[src/rtl/ext_bus_ctrl.sv]
// External multiplexed address/data bus controller.
// One request at a time: address phases, optional turnaround, data, recovery.
module ext_bus_ctrl #(
    parameter int DW   = 16,
    parameter int AW   = 32,
    parameter int WAIT = 1,
    localparam int NALE = AW / DW
) (
    input  logic              clk,
    input  logic              reset_n,
    input  logic              req_valid,
    output logic              req_ready,
    input  logic              req_we,
    input  logic [AW-1:0]     req_addr,
    input  logic [DW-1:0]     req_wdata,
    input  logic [DW/8-1:0]   req_be,
    output logic              resp_valid,
    output logic [DW-1:0]     resp_rdata,
    input  logic [DW-1:0]     io_in,
    output logic [DW-1:0]     io_out,
    output logic              io_oe,
    output logic              oe_n,
    output logic              we_n,
    output logic [NALE-1:0]   ale,
    output logic [DW/8-1:0]   be_n
);

    typedef enum logic [2:0] {
        IDLE,
        ALE_HI,
        ALE_HOLD,
        TURN,
        DATA,
        RECOV
    } state_t;

    localparam int PW = (NALE > 1) ? $clog2(NALE) : 1;
    localparam logic [PW-1:0] LAST_PH = PW'(NALE - 1);
    localparam logic [3:0] LAST_WT = 4'(WAIT);

    state_t state;
    state_t state_nx;

    logic [PW-1:0] phase;
    logic [PW-1:0] phase_nx;
    logic [3:0]    wcnt;
    logic [3:0]    wcnt_nx;

    logic                      we_q;
    logic [NALE-1:0][DW-1:0]   addr_q;
    logic [DW-1:0]             wdata_q;
    logic [DW/8-1:0]           be_q;
    logic [DW-1:0]             rdata_q;

    logic accept;
    logic capture;

    assign accept     = req_valid & req_ready;
    assign resp_rdata = rdata_q;

    // State register with phase and wait-state counters.
    always_ff @(posedge clk) begin
        if (!reset_n) begin
            state <= IDLE;
            phase <= '0;
            wcnt  <= '0;
        end else begin
            state <= state_nx;
            phase <= phase_nx;
            wcnt  <= wcnt_nx;
        end
    end

    // Request capture on accept and read data capture at end of DATA.
    always_ff @(posedge clk) begin
        if (!reset_n) begin
            we_q    <= 1'b0;
            addr_q  <= '0;
            wdata_q <= '0;
            be_q    <= '0;
            rdata_q <= '0;
        end else begin
            if (accept) begin
                we_q    <= req_we;
                addr_q  <= req_addr;
                wdata_q <= req_wdata;
                be_q    <= req_be;
            end
            if (capture) begin
                rdata_q <= io_in;
            end
        end
    end

    // Next-state sequencing through address, turnaround, data and recovery.
    always_comb begin
        state_nx = state;
        phase_nx = phase;
        wcnt_nx  = wcnt;
        capture  = 1'b0;
        unique case (state)
            IDLE: begin
                if (req_valid) begin
                    state_nx = ALE_HI;
                    phase_nx = '0;
                    wcnt_nx  = '0;
                end
            end
            ALE_HI: begin
                state_nx = ALE_HOLD;
            end
            ALE_HOLD: begin
                if (phase == LAST_PH) begin
                    state_nx = we_q ? DATA : TURN;
                end else begin
                    phase_nx = phase + 1'b1;
                    state_nx = ALE_HI;
                end
            end
            TURN: begin
                state_nx = DATA;
            end
            DATA: begin
                if (wcnt == LAST_WT) begin
                    state_nx = RECOV;
                    capture  = ~we_q;
                end else begin
                    wcnt_nx = wcnt + 1'b1;
                end
            end
            RECOV: begin
                state_nx = IDLE;
            end
            default: begin
                state_nx = IDLE;
            end
        endcase
    end

    // Bus strobes and drive values decoded from the current state.
    always_comb begin
        req_ready  = 1'b0;
        resp_valid = 1'b0;
        io_out     = '0;
        io_oe      = 1'b0;
        oe_n       = 1'b1;
        we_n       = 1'b1;
        ale        = '0;
        be_n       = '1;
        unique case (state)
            IDLE: begin
                req_ready = 1'b1;
            end
            ALE_HI: begin
                ale    = NALE'(1) << phase;
                io_out = addr_q[phase];
                io_oe  = 1'b1;
                be_n   = ~be_q;
            end
            ALE_HOLD: begin
                io_out = addr_q[phase];
                io_oe  = 1'b1;
                be_n   = ~be_q;
            end
            TURN: begin
                be_n = ~be_q;
            end
            DATA: begin
                be_n = ~be_q;
                if (we_q) begin
                    we_n   = 1'b0;
                    io_oe  = 1'b1;
                    io_out = wdata_q;
                end else begin
                    oe_n = 1'b0;
                end
            end
            RECOV: begin
                be_n       = ~be_q;
                resp_valid = 1'b1;
                if (we_q) begin
                    io_oe  = 1'b1;
                    io_out = wdata_q;
                end
            end
            default: begin
                req_ready = 1'b0;
            end
        endcase
    end

endmodule

[config.mk]
export PLATFORM = sky130hd
export DESIGN_NAME = ext_bus_ctrl
export DESIGN_NICKNAME = d
export VERILOG_FILES = /design/src/rtl/ext_bus_ctrl.sv
export SDC_FILE = /design/constraint.sdc
export NUM_CORES = 1
export LEC_CHECK = 0
export CAP_MARGIN = 20
export CORE_UTILIZATION = 40
export DETAILED_ROUTE_END_ITERATION = 6
export PLACE_DENSITY = 0.74
export SKIP_CTS_REPAIR_TIMING = 1
export SLEW_MARGIN = 30
export SYNTH_ARGS = -nofsm -noshare
export SYNTH_HDL_FRONTEND = slang
export SYNTH_SLANG_ARGS = --single-unit
[constraint.sdc]
create_clock -name clk -period 2.6 [get_ports clk]
set_clock_uncertainty 0.1 [all_clocks]
set_input_delay 0.39 -clock clk [delete_from_list [all_inputs] [get_ports clk]]
set_output_delay 0.39 -clock clk [all_outputs]
set_load 0.01 [all_outputs]
Word-level counts from Yosys, hierarchy flattened
Index checks and enable logic that the tools add are counted.
{"block": "totals", "regBits": 75, "in_bits": 70, "out_inout_bits": 41}
{"block": "op_classes", "n_addsub": 2, "magnitude_cmp": 1, "n_eq_ne": 9, "shift": 1, "mux": 26, "bitwise": 3, "n_reduce_logical": 9}
{"op": "$mux W16", "count": 3}
{"op": "$pmux W16 S2", "count": 1}
{"op": "$pmux W3 S5", "count": 1}
{"op": "$mux W3", "count": 4}
{"op": "$mux W1", "count": 10}
{"op": "$mux W4", "count": 2}
{"op": "$pmux W4 S2", "count": 1}
{"op": "$eq A3 B2 Y1 const B", "count": 2}
{"op": "$eq A3 B3 Y1 const B", "count": 2}
{"op": "$ne A2 B2 Y1 const B", "count": 3}
{"op": "$reduce_or A5 Y1", "count": 1}
{"op": "$add A4 B1 Y4 const B", "count": 1}
{"op": "$eq A4 B1 Y1 const B", "count": 1}
{"op": "$mux W2", "count": 2}
{"op": "$pmux W1 S2", "count": 2}
{"op": "$reduce_and A2 Y1", "count": 2}
{"op": "$reduce_bool A2 Y1", "count": 2}
{"op": "$reduce_or A2 Y1", "count": 2}
{"op": "$eq A3 B1 Y1 const B", "count": 1}
{"op": "$logic_not A3 Y1", "count": 1}
{"op": "$reduce_and A3 Y1", "count": 1}
{"op": "$lt A1 B2 Y1 const B", "count": 1}
{"op": "$not A2 Y2", "count": 1}
{"op": "$shl A1 B1 Y2 const A", "count": 1}
{"op": "3 further kinds", "count": 3}

Logic depth before layout (Yosys ltp)
{"block": "depth", "ltp_word": 3, "mapped_depth": 6, "depth_no_buf": 5}

Worst setup path after synthesis
OpenSTA, ideal clock, no wires.
{"block": "synth_path", "path_type": "register -> output", "start": "register we_q", "end": "output io_out[10]", "arrival_ns": 1.404, "t_required_ns": 2.110, "slack_ns": 0.706, "path_stages_with_launch": 6, "n_path_buf": 3, "path_cell_list": "dfxtp_1 -> clkbuf_1 -> and2_1 -> clkbuf_1 -> buf_1 -> o2bb2ai_1"}
{"block": "synth_between", "elab_chain_len": 2}
{"item": "start: declaration", "line_no": "49", "text": "logic we_q;"}
{"item": "start signal: assignment", "line_no": "84", "text": "we_q <= req_we;"}
{"item": "$mux W16", "line_no": "170, 181"}
{"item": "$pmux W16 S2", "line_no": "150", "text": "unique case (state)"}
{"item": "end: declaration", "line_no": "20", "text": "output logic [DW-1:0] io_out,"}
No other way between the ends.

Worst setup path after layout
{"block": "layout_path", "start": "register state[1]", "end": "output io_oe"}
{"block": "layout_between", "elab_chain_len": 3, "elab_cells_between_ends": 7}
{"item": "start: declaration", "line_no": "41", "text": "state_t state;"}
{"item": "start signal: assignment", "line_no": "68", "text": "state <= state_nx;"}
{"item": "$eq A3 B3 Y1, or another cell as far along", "line_no": "150"}
{"item": "$reduce_or A2 Y1 (no line)"}
{"item": "$pmux W1 S2 *", "line_no": "150"}
{"item": "end: declaration", "line_no": "21", "text": "output logic io_oe,"}
Mark *: on every way between the ends. The rest lies on a longest branch, timed or not.

==> results_dict.tcl <==
set metrics [dict create \
    outcome "finished clean" \
    worstPathCellList "buf_4, nor2b_1, and2_1, buf_8, nand2b_1, clkdlybuf4s50_1" \
    die_y_um 94 \
    routedWlPerCell_um 13.5 \
    clock_path_buffers 2 \
    synth_cell_types 33 \
    critPathMaxFanout 8 \
    period_minus_slack_ns 2.42 \
    synthesis.nets 465 \
    layout.nets 567 \
    ios 111 \
    clkTransAtPathRegs_ns 0.08 \
    cpPeakStageDelay_ns 0.53 \
    yosys.area_share.simple_pct 21.4 \
    hold_slack_ns 0.359 \
    min_period_over_period_pct 93.1 \
    port_buffers 110 \
    ir_worst_vdd_mv 0.316 \
    report.final.slew_viol_count 0 \
    synth_xor_area_share_pct 0 \
    yosys_warnings 0 \
    tns_ns 0 \
    initial_core_util_pct 41.2 \
    placementRows 33 \
    antenna_found_initial 0 \
    post-route-drc-count 0 \
    first_pass_iters 4 \
    crit_arrival_ns 1.93 \
    grt_pass1_wl_um 13300 \
    first_iter_violations 120 \
    vias 3006 \
    layout_setup_ws_ns 0.179 \
    ant_nets 0 \
    synth_seq_cells 75 \
    crit_required_ns 2.11 \
    grt_pass1_vias 2877 \
    cp-end-kind "output port" \
    area_growth_pct 42.6 \
    power.leakage_nw 1.98 \
    stdcell_count 605 \
    cts_sinks 75 \
    avgSynthCellArea_um2 8.62 \
    slew_headroom_pct 74.5 \
    synth_area_mm2 0.00339 \
    wl_met1_um 3800 \
    finalSetupViolCount 0 \
    multi_input_area_mm2 0.00172 \
    die_x_um 94 \
    clk_latency_ns 0.34 \
    design_power_total_mw 2.52 \
    drive_gt1_share_pct 7.80 \
    p_per_area_mw_per_mm2 522 \
    min_path_type "flip-flop to flip-flop" \
    tightest_slew_ns 0.383 \
    synthCells 393 \
    fmax_mhz 413 \
    synth-seq-area-share_pct 44.3 \
    synthAdderAreaFrac_pct 0.739 \
    slowest_stage "clkdlybuf4s50_1" \
    worstSetupPathType "flip-flop to output port" \
    cts_tree "built" \
    grt_use_total_pct 19.3 \
    htree_levels 3 \
    place_hpwl_um 5620 \
    grt_max_degree 55 \
    synth_compound_area_share_pct 18.2 \
    globalplace.congestion 0.784 \
    wl_met2_um 3670 \
    clock-root-buffer "clkbuf_8" \
    crit_path_start_kind "flip-flop" \
    core_mm2 0.00822 \
    hold_viol_final 0 \
    highest_layer "met4" \
    n_fill_cell 756 \
    wirelength_um 8140 \
    regArea_mm2 0.00150 \
    dieArea_mm2 0.00884 \
    synth_top_family_by_area "simple AND/OR/NAND/NOR gates" \
    drv_cap 0 \
    dr_wl_met3_um 617 \
    pre_cts_slack_ns 0.346 \
    dp_cells 588 \
    n_antenna_cell 0 \
    gr-total-overflow 0 \
    synth_mux_area_share_pct 10.1 \
    cts_buffers 9 \
    viasPerCell 4.97 \
    rsz0062_at_grt "false" \
]
-- power breakdown --
group | internal, mW | leakage (nW) | total [mW] | switching (mW)
sequential | 1.21 | 0.613 | 1.24 | 0.0324
combinational | 0.201 | 1.27 | 0.376 | 0.175
clock | 0.467 | 0.0905 | 0.904 | 0.436
-- cells by family after synthesis --
| logic type | count (synthesis) |
|---|---|
| and+or+nand+nor | 167 |
| AOI/OAI and AO/OA | 81 |
| DFF | 75 |
| buffers and inverters | 34 |
| muxes | 34 |
| adders and majority gates | 2 |
-- per-layer routing --
metal / up-vias / global-route usage, %
met4: 0 / 4.87
met3: 8 / 6.72
met1: 1391 / 24.4
met2: 91 / 31.4
met5: - / 0
li1: 1516 / -
-- worst max-delay path: cells and delay by family (launching register included) --
kind / cells / cell delay, ns
DFF: 1 / 0.36
buffers and inverters: 3 / 0.82
and+or+nand+nor: 3 / 0.41
-- layout make-up --
type,instances,area share (%)
clock buffer,10,2.85
sequential,75,31.1
inverter,3,0.233
timing repair buffer,122,26.1
tap,105,2.72
multi-input combinational,284,35.6
clock inverter,6,1.35
-- final timing paths --
kind	slack, ns	from	cells after the start	endpoint
worst min-delay path	0.36	resp_rdata[8]$_SDFFE_PN0P_	2	resp_rdata[8]$_SDFFE_PN0P_
worst min register to register	0.36	resp_rdata[8]$_SDFFE_PN0P_	2	resp_rdata[8]$_SDFFE_PN0P_
worst max-delay path	0.18	state[1]$_SDFFE_PN0P_	6	io_oe
worst max register to register	0.65	wcnt[0]$_SDFFE_PN0P_	5	resp_rdata[10]$_SDFFE_PN0P_
-- cells in the final DEF, fill, tap and decap left out, types with 2 or more instances in the layout --
cell and n:
dlymetal6s2s_1 16, o21ai_0 2, ha_1 2, nand3_1 3
inv_1 3, clkinvlp_4 4, nor3_1 2, mux2i_1 34
clkbuf_8 10, and2_1 2, nand2b_1 7, a21boi_0 52
o2bb2ai_1 16, buf_4 9, clkdlybuf4s50_1 93, nor3b_1 2
buf_12 2, or3b_2 2, dfxtp_1 74, nand2_1 140
a21oi_1 5
-- registers in the layout, indices dropped and copies added, names as in the netlist --
signal and flops:
addr_q 32, be_q 2, phase 1, resp_rdata 16, state 3, wcnt 4
wdata_q 16, we_q 1
-- Yosys cell counts (all sizes together) --
master   number  area, um2
nor4b         1       15.0
or3           1       6.26
mux2i        34        340
a221oi        1       8.76
a21boi       52        390
or4b          1       10.0
nor3          3       26.3
nand3         3       15.0
clkbuf       18       67.6
nand2b        7       43.8
or3b          3       28.8
o21ai         2       10.0
inv           3       11.3
ha            2       25.0
a21oi         5       25.0
nand4b        1       8.76
o21a          1       7.51
dfxtp        75       1500
o2bb2ai      16        140
nor2          1       3.75
buf          13        100
a21bo         1       10.0
nor3b         3       22.5
and2          2       12.5
o311ai        1       8.76
a21o          2       15.0
nor2b         1       6.26
nand2       140        526
-- metrics by stage --
step | instance area, um2 | utilization, %
3_5_place_dp | 4560 | 55.5
4_1_cts | 4760 | 58.0
2_1_floorplan | 3390 | -
6_report | 4830 | 58.7
5_1_grt | 4830 | 58.7
3_3_place_gp | 4560 | 55.5
Note: power is estimated with default switching activity, not from simulation.
